### src/rtl/inst_fetch.sv
// inst_fetch: turns current_pc into single-outstanding imem reads and queues {pc, instruction}
// pairs toward decode. Define IFETCH_BYPASS_EN for a same-cycle rvalid-to-decode path.
module inst_fetch #(
  parameter int DEPTH = 2
) (
  input  logic        clk,
  input  logic        clr_n,
  input  logic [31:0] current_pc,
  output logic        pc_advance,
  input  logic        redirect,
  output logic        imem_req,
  output logic [31:0] imem_addr,
  input  logic        imem_gnt,
  input  logic        imem_rvalid,
  input  logic [31:0] imem_rdata,
  output logic        inst_valid,
  input  logic        inst_ready,
  output logic [31:0] inst_out,
  output logic [31:0] inst_pc
);
  localparam int AW = $clog2(DEPTH);
  localparam int CW = AW + 1;
  localparam logic [CW-1:0] DEPTH_C = CW'(DEPTH);

  typedef enum logic [1:0] {S_IDLE, S_REQ, S_WAIT, S_DROP} state_t;

  state_t        r_state;
  state_t        w_state_nxt;
  logic [31:0]   r_addr;
  logic [31:0]   r_req_pc;
  logic [31:0]   r_fifo_inst [DEPTH];
  logic [31:0]   r_fifo_pc   [DEPTH];
  logic [AW-1:0] r_wptr;
  logic [AW-1:0] r_rptr;
  logic [CW-1:0] r_count;
  logic          w_empty;
  logic          w_resp;
  logic          w_bypass;
  logic          w_push;
  logic          w_pop;
  logic          w_enter_req;

  always_ff @(posedge clk or negedge clr_n) begin
    if (!clr_n) r_state <= S_IDLE;
    else        r_state <= w_state_nxt;
  end

  // A response that lands in the same cycle as a redirect is simply discarded, so
  // WAIT only parks in DROP when the response is still to come.
  always_comb begin
    w_state_nxt = r_state;
    case (r_state)
      S_IDLE: begin
        if (!redirect && (r_count < DEPTH_C)) w_state_nxt = S_REQ;
      end
      S_REQ: begin
        if (imem_gnt)      w_state_nxt = redirect ? S_DROP : S_WAIT;
        else if (redirect) w_state_nxt = S_IDLE;
      end
      S_WAIT: begin
        if (imem_rvalid)   w_state_nxt = S_IDLE;
        else if (redirect) w_state_nxt = S_DROP;
      end
      S_DROP: begin
        if (imem_rvalid)   w_state_nxt = S_IDLE;
      end
      default: w_state_nxt = S_IDLE;
    endcase
  end

  always_comb begin
    imem_req    = (r_state == S_REQ);
    pc_advance  = (r_state == S_REQ) && imem_gnt && !redirect;
    w_resp      = (r_state == S_WAIT) && imem_rvalid && !redirect;
    w_enter_req = (r_state == S_IDLE) && (w_state_nxt == S_REQ);
  end

  assign imem_addr = r_addr;

  // r_req_pc doubles as the response tag: only one request can be in flight.
  always_ff @(posedge clk or negedge clr_n) begin
    if (!clr_n) begin
      r_addr   <= '0;
      r_req_pc <= '0;
    end else if (w_enter_req) begin
      r_addr   <= {current_pc[31:2], 2'b00};
      r_req_pc <= current_pc;
    end
  end

  assign w_empty = (r_count == '0);

`ifdef IFETCH_BYPASS_EN
  assign w_bypass = w_empty && w_resp;
`else
  assign w_bypass = 1'b0;
`endif

  assign inst_valid = !w_empty || w_bypass;
  assign inst_out   = w_bypass ? imem_rdata : r_fifo_inst[r_rptr];
  assign inst_pc    = w_bypass ? r_req_pc   : r_fifo_pc[r_rptr];
  assign w_pop      = !w_empty && inst_ready && !redirect;
  assign w_push     = w_resp && !(w_bypass && inst_ready);

  always_ff @(posedge clk or negedge clr_n) begin
    if (!clr_n) begin
      for (int i = 0; i < DEPTH; i++) begin
        r_fifo_inst[i] <= '0;
        r_fifo_pc[i]   <= '0;
      end
    end else if (w_push) begin
      r_fifo_inst[r_wptr] <= imem_rdata;
      r_fifo_pc[r_wptr]   <= r_req_pc;
    end
  end

  // Slots are reserved before the request goes out, so a push never finds the FIFO full.
  always_ff @(posedge clk or negedge clr_n) begin
    if (!clr_n) begin
      r_wptr  <= '0;
      r_rptr  <= '0;
      r_count <= '0;
    end else if (redirect) begin
      r_wptr  <= '0;
      r_rptr  <= '0;
      r_count <= '0;
    end else begin
      if (w_push) r_wptr <= r_wptr + AW'(1);
      if (w_pop)  r_rptr <= r_rptr + AW'(1);
      case ({w_push, w_pop})
        2'b10:   r_count <= r_count + CW'(1);
        2'b01:   r_count <= r_count - CW'(1);
        default: r_count <= r_count;
      endcase
    end
  end

endmodule

### config.mk
export PLATFORM = sky130hd
export DESIGN_NAME = inst_fetch
export DESIGN_NICKNAME = d
export VERILOG_FILES = /design/src/rtl/inst_fetch.sv
export SDC_FILE = /design/constraint.sdc
export NUM_CORES = 1
export LEC_CHECK = 0
export ABC_AREA = 1
export CAP_MARGIN = 20
export CORE_MARGIN = 2
export CORE_UTILIZATION = 48
export DETAILED_ROUTE_END_ITERATION = 6
export PLACE_DENSITY = 0.88
export SLEW_MARGIN = 20
export SYNTH_ARGS = -nofsm -noshare
export SYNTH_HDL_FRONTEND = slang
export SYNTH_SLANG_ARGS = --single-unit
### constraint.sdc
create_clock -name clk -period 1.85 [get_ports clk]
set_clock_uncertainty 0.2 [all_clocks]
set_input_delay 0.185 -clock clk [delete_from_list [all_inputs] [get_ports clk]]
set_output_delay 0.185 -clock clk [all_outputs]
set_load 0.01 [all_outputs]
; After elaboration in Yosys (flattened, before gate mapping)
; Cells that the tools add are included.
; W data, S select, Z words.
[totals]
n_memories = 0
ramBits = 0
wordCells = 66
reg_bits = 196
in_bits = 70
latch_bits = 0
out_inout_bits = 99
rom_bits = 0
[classes]
n_mul = 0
reduce_logical = 16
shift = 0
bitwise_logic = 2
mux = 24
addsub = 4
n_eq_ne = 6
order_cmp = 4
n_div = 0
[ops]
columns = cell, n
row1 = $mux W32, 7
row2 = $bwmux W64, 2
row3 = $demux W32 S1, 1
row4 = $mux W2, 7
row5 = $logic_and A1 B1 Y1, 9
row6 = $pmux W2 S4, 1
row7 = $eq A2 B1 Y1 const B, 3
row8 = $eq A2 B2 Y1 const B, 3
row9 = $mux W1, 5
row10 = $ge A2 B2 Y1 const B, 2
row11 = $logic_not A2 Y1, 2
row12 = $not A1 Y2, 2
row13 = $pmux W2 S2, 1
row14 = $reduce_bool A2 Y1, 2
row15 = $reduce_bool A3 Y1, 1
row16 = $add A1 B1 Y1 const B, 2
row17 = $add A2 B1 Y2 const B, 1
row18 = $logic_not A1 Y1, 2
row19 = $lt A2 B1 Y1 const B, 1
row20 = $lt A2 B2 Y1 const B, 1
row21 = $sub A2 B1 Y2 const B, 1

; Longest topological paths before layout
[logic_depth]
depth_word = 7
ltp_mapped = 8
depth_no_buf = 7

; Least setup slack after synthesis
; Ideal clock, no wire load.
[synth_timing]
path_kind = flip-flop to output port
from = register r_rptr
to = output inst_out[0]
n_path_buf = 2
stages_incl_launch_ff = 5
setup_slack_ns = 0.427
arrival_time_ns = 1.038
t_required_ns = 1.465
path_cell_list = dfrtp_1 clkbuf_1 buf_1 nand2_1 nand2_1
[synth_between]
elab_chain_cells = 4
[synth_rtl]
columns = element, line
row1 = from (decl), 34  ; logic [AW-1:0] r_rptr;
row2 = from (signal assigned), 129  ; if (w_pop) r_rptr <= r_rptr + AW'(1);
row3 = $not A1 Y2 (implied by the code), 100  ; assign inst_out = w_bypass ? imem_rdata : r_fifo_inst[r_rptr];
row4 = $mux W32 (implied by the code) (3 in a row), 100
row5 = to (decl), 18  ; output logic [31:0] inst_out,
; No other way between the ends. The select of a mux whose other input is x is not followed.

; Final worst setup path
[layout_timing]
from = register r_rptr
to = output inst_out[14]
; Same word-level chain as after synthesis.

==> flow_summary.yaml <==
critical_path:
  r2r_slack_ns: 0.15
  critical-path-top-delay-family: "buffers and inverters"
  r2r_end: "r_fifo_inst[50]"
  crit_type: "reg -> out"
  start_kind: "flip-flop"
  crit_required_ns: 1.46
  crit_buf_inv: 3
  max_stage_delay_ns: 0.43
  crit_path_frequent_cell: "nand2_1"
  end_kind: "output pin"
  cp.arrival_ns: 1.50
  rr_worst_depth: 7
  cp_max_fo: 10
  critPathSlowestCell: "dfrtp_2"
  worstPathCellList: "buf_4 > clkbuf_16 > nand2_1 > nand2_1 > buf_2"
  r2r_start: "r_state[0]"
cts:
  clk_latency_ns: 0.41
  htreeDepth: 4
  cts_tree: "yes"
  cts_buffers: 17
  clkSinkCount: 166
  path_clk_slew_ns: 0.06
  cts_max_path_buffers: 2
  root_buffer: "clkbuf_16"
place:
  gp_congestion: 0.796
  dp.final_hpwl_um: 11400
  dp_slack_ns: -0.0406
  io_buffer_count: 166
synthesis:
  synth_top_area_share: 0.534
  yosys-top-cells-count: "nand2_1 (334), dfrtp_1 (166), o21ai_2 (110), inv_1 (72), nor2_1 (39)"
  synth_edf_count: 0
  ys_seq_area_frac: 0.534
  ys_types: 21
  yosysWarnings: 0
  avgSynthCellArea_sq_um: 8.92
  synthMuxAreaShare: 0
  yosys-top-cells-area: "dfrtp_1 (53%), nand2_1 (16%), o21ai_2 (12%), buf_6 (3.8%), inv_1 (3.5%)"
  syn-cell-area_sq_um: 7780
  synth_seq_cells: 166
  synth_adder_area_share: 0
  synth-simple-area-share: 0.190
  async_flop_share: 1.00
  synth_top_family_by_area: "simple AND/OR/NAND/NOR gates"
  synthFlopType: "dfrtp_1"
  synth_top_cell_by_area: "dfrtp_1"
  synth_cells: 873
  synth_xor_area_frac: 0
  synth.most_common_cell: "nand2_1"
  synth-compound-area-share: 0.159
timing:
  setup_violations: 10
  hold_slack_ns: 0.0564
  hold_viol: 0
  post-route-min-period_ns: 1.88
  rsz0062_at_grt: "yes"
  post-route-period-util: 1.02
  fmax_ghz: 0.531
  setup_slack_ns: -0.0325
  slew_viol_final: 0
layout:
  fill_cells: 1248
  area_growth_pct: 32.8
  fin_nets: 1091
  multiInputGateArea_sq_um: 2950
  drive_gt1_frac: 0.290
  regArea_sq_um: 4160
  num_antenna_cells: 0
route:
  drt-total-wl_um: 18500
  first_pass_iters: 5
  wl_per_cell_um: 14.8
  vias: 6149
  ant_nets: 0
  post_drt_via_cell_ratio: 4.92
  drtIter0Drc: 404
  drc: 0
die:
  core.rowCount: 46
  start_util: 0.490
  coreArea_sq_um: 15900
  dieArea_sq_um: 17300
  fp.dieH_um: 131
  die_width_um: 131
  ios: 169
global_routing:
  grt_max_degree: 57
  grt_pass1_wl_um: 29700
  grt_pass1_vias: 5990
  gr-total-overflow: 0
  antenna_found_initial: 0
  grt_util_all_layers: 0.214
run_status:
  status: "finished with violations"
  violations: "negative setup slack"
min_path:
  hp-class: "in -> async"
power_and_ir_drop:
  p_leak_nw: 5.29
  powerDensity_nw_per_um2: 1600
  ir_worst_vdd_uv: 863
  power_mw: 16.5
run:
  max_cap_viol_count: 0
## placed cells by master, fill, tap and decap left out, drive strengths merged
cell type and instances:
clkinv 5, clkbuf 26, nand4 2, dfrtp 166
conb 2, clkdlybuf4s50 98, dlygate4sd3 1, nand2 337
clkinvlp 3, dlygate4sd2 2, o21ai 131, nor2 40
a21oi 33, bufinv 4, inv 73, buf 103
o22ai 1, nand3 7
## routing by layer
layer,global-route usage,routed length (um)
met2,0.341,9120
met4,0.0616,283
met5,0,0
met1,0.279,7810
met3,0.0718,1280
## worst max path at each step
stage                     start            end  slack, ns  cells after the start
detailed placement  imem_rvalid   r_fifo_pc[3]      -0.04                      7
floorplan                r_rptr    inst_out[0]       0.43                      4
finish                   r_rptr   inst_out[14]      -0.03                      5
global placement    imem_rvalid  r_fifo_pc[44]      0.008                      7
CTS                      r_rptr    inst_pc[29]      -0.14                      5
global route             r_rptr   inst_out[14]      -0.09                      5
## power by group
group          total, mW  internal (mW)  switching (mW)
logic               6.71           3.12            3.58
registers           6.05           5.14           0.911
clock network       3.77           2.34            1.43
## area by class of cell
cell class              instances  area share
clock buffers                  21      0.0445
clock inverters                11      0.0168
inverters                      74      0.0274
multi-input cells             553       0.285
flip-flops and latches        166       0.402
well taps                     216      0.0261
repair buffers                209       0.198
## through the flow
stage          std cells   util  instance area, sq um  setup TNS, ns
4_1_cts             1246  0.640                 10200          -3.89
5_1_grt             1250  0.651                 10300          -2.89
2_1_floorplan        874      -                  7790              0
3_5_place_dp        1202  0.596                  9460         -0.894
6_report            1250  0.651                 10300        -0.0558
3_3_place_gp        1202  0.596                  9460              0
## state kept, by name, summed over array words and instances (netlist names)
| signal | flops |
|---|---|
| r_count | 2 |
| r_fifo_inst | 64 |
| r_fifo_pc | 64 |
| r_req_pc | 32 |
| r_rptr | 1 |
| r_state | 2 |
| r_wptr | 1 |
## kinds of logic after synthesis
logic type,Yosys count
AND/OR/NAND/NOR,386
AO/OA/AOI/OAI,165
buffers and inverters,155
other,1
flip-flops,166
## repair_timing
item                                   in CTS  in global routing
setup endpoints to repair                  67                 62
hold buffers                                1                  0
gates cloned                                5                  3
pin swaps                                   4                  9
buffers inserted                            6                  3
gates resized for setup                   267                 76
endpoints found under the hold margin     166                  0
Power figures use the tool's default switching activity.
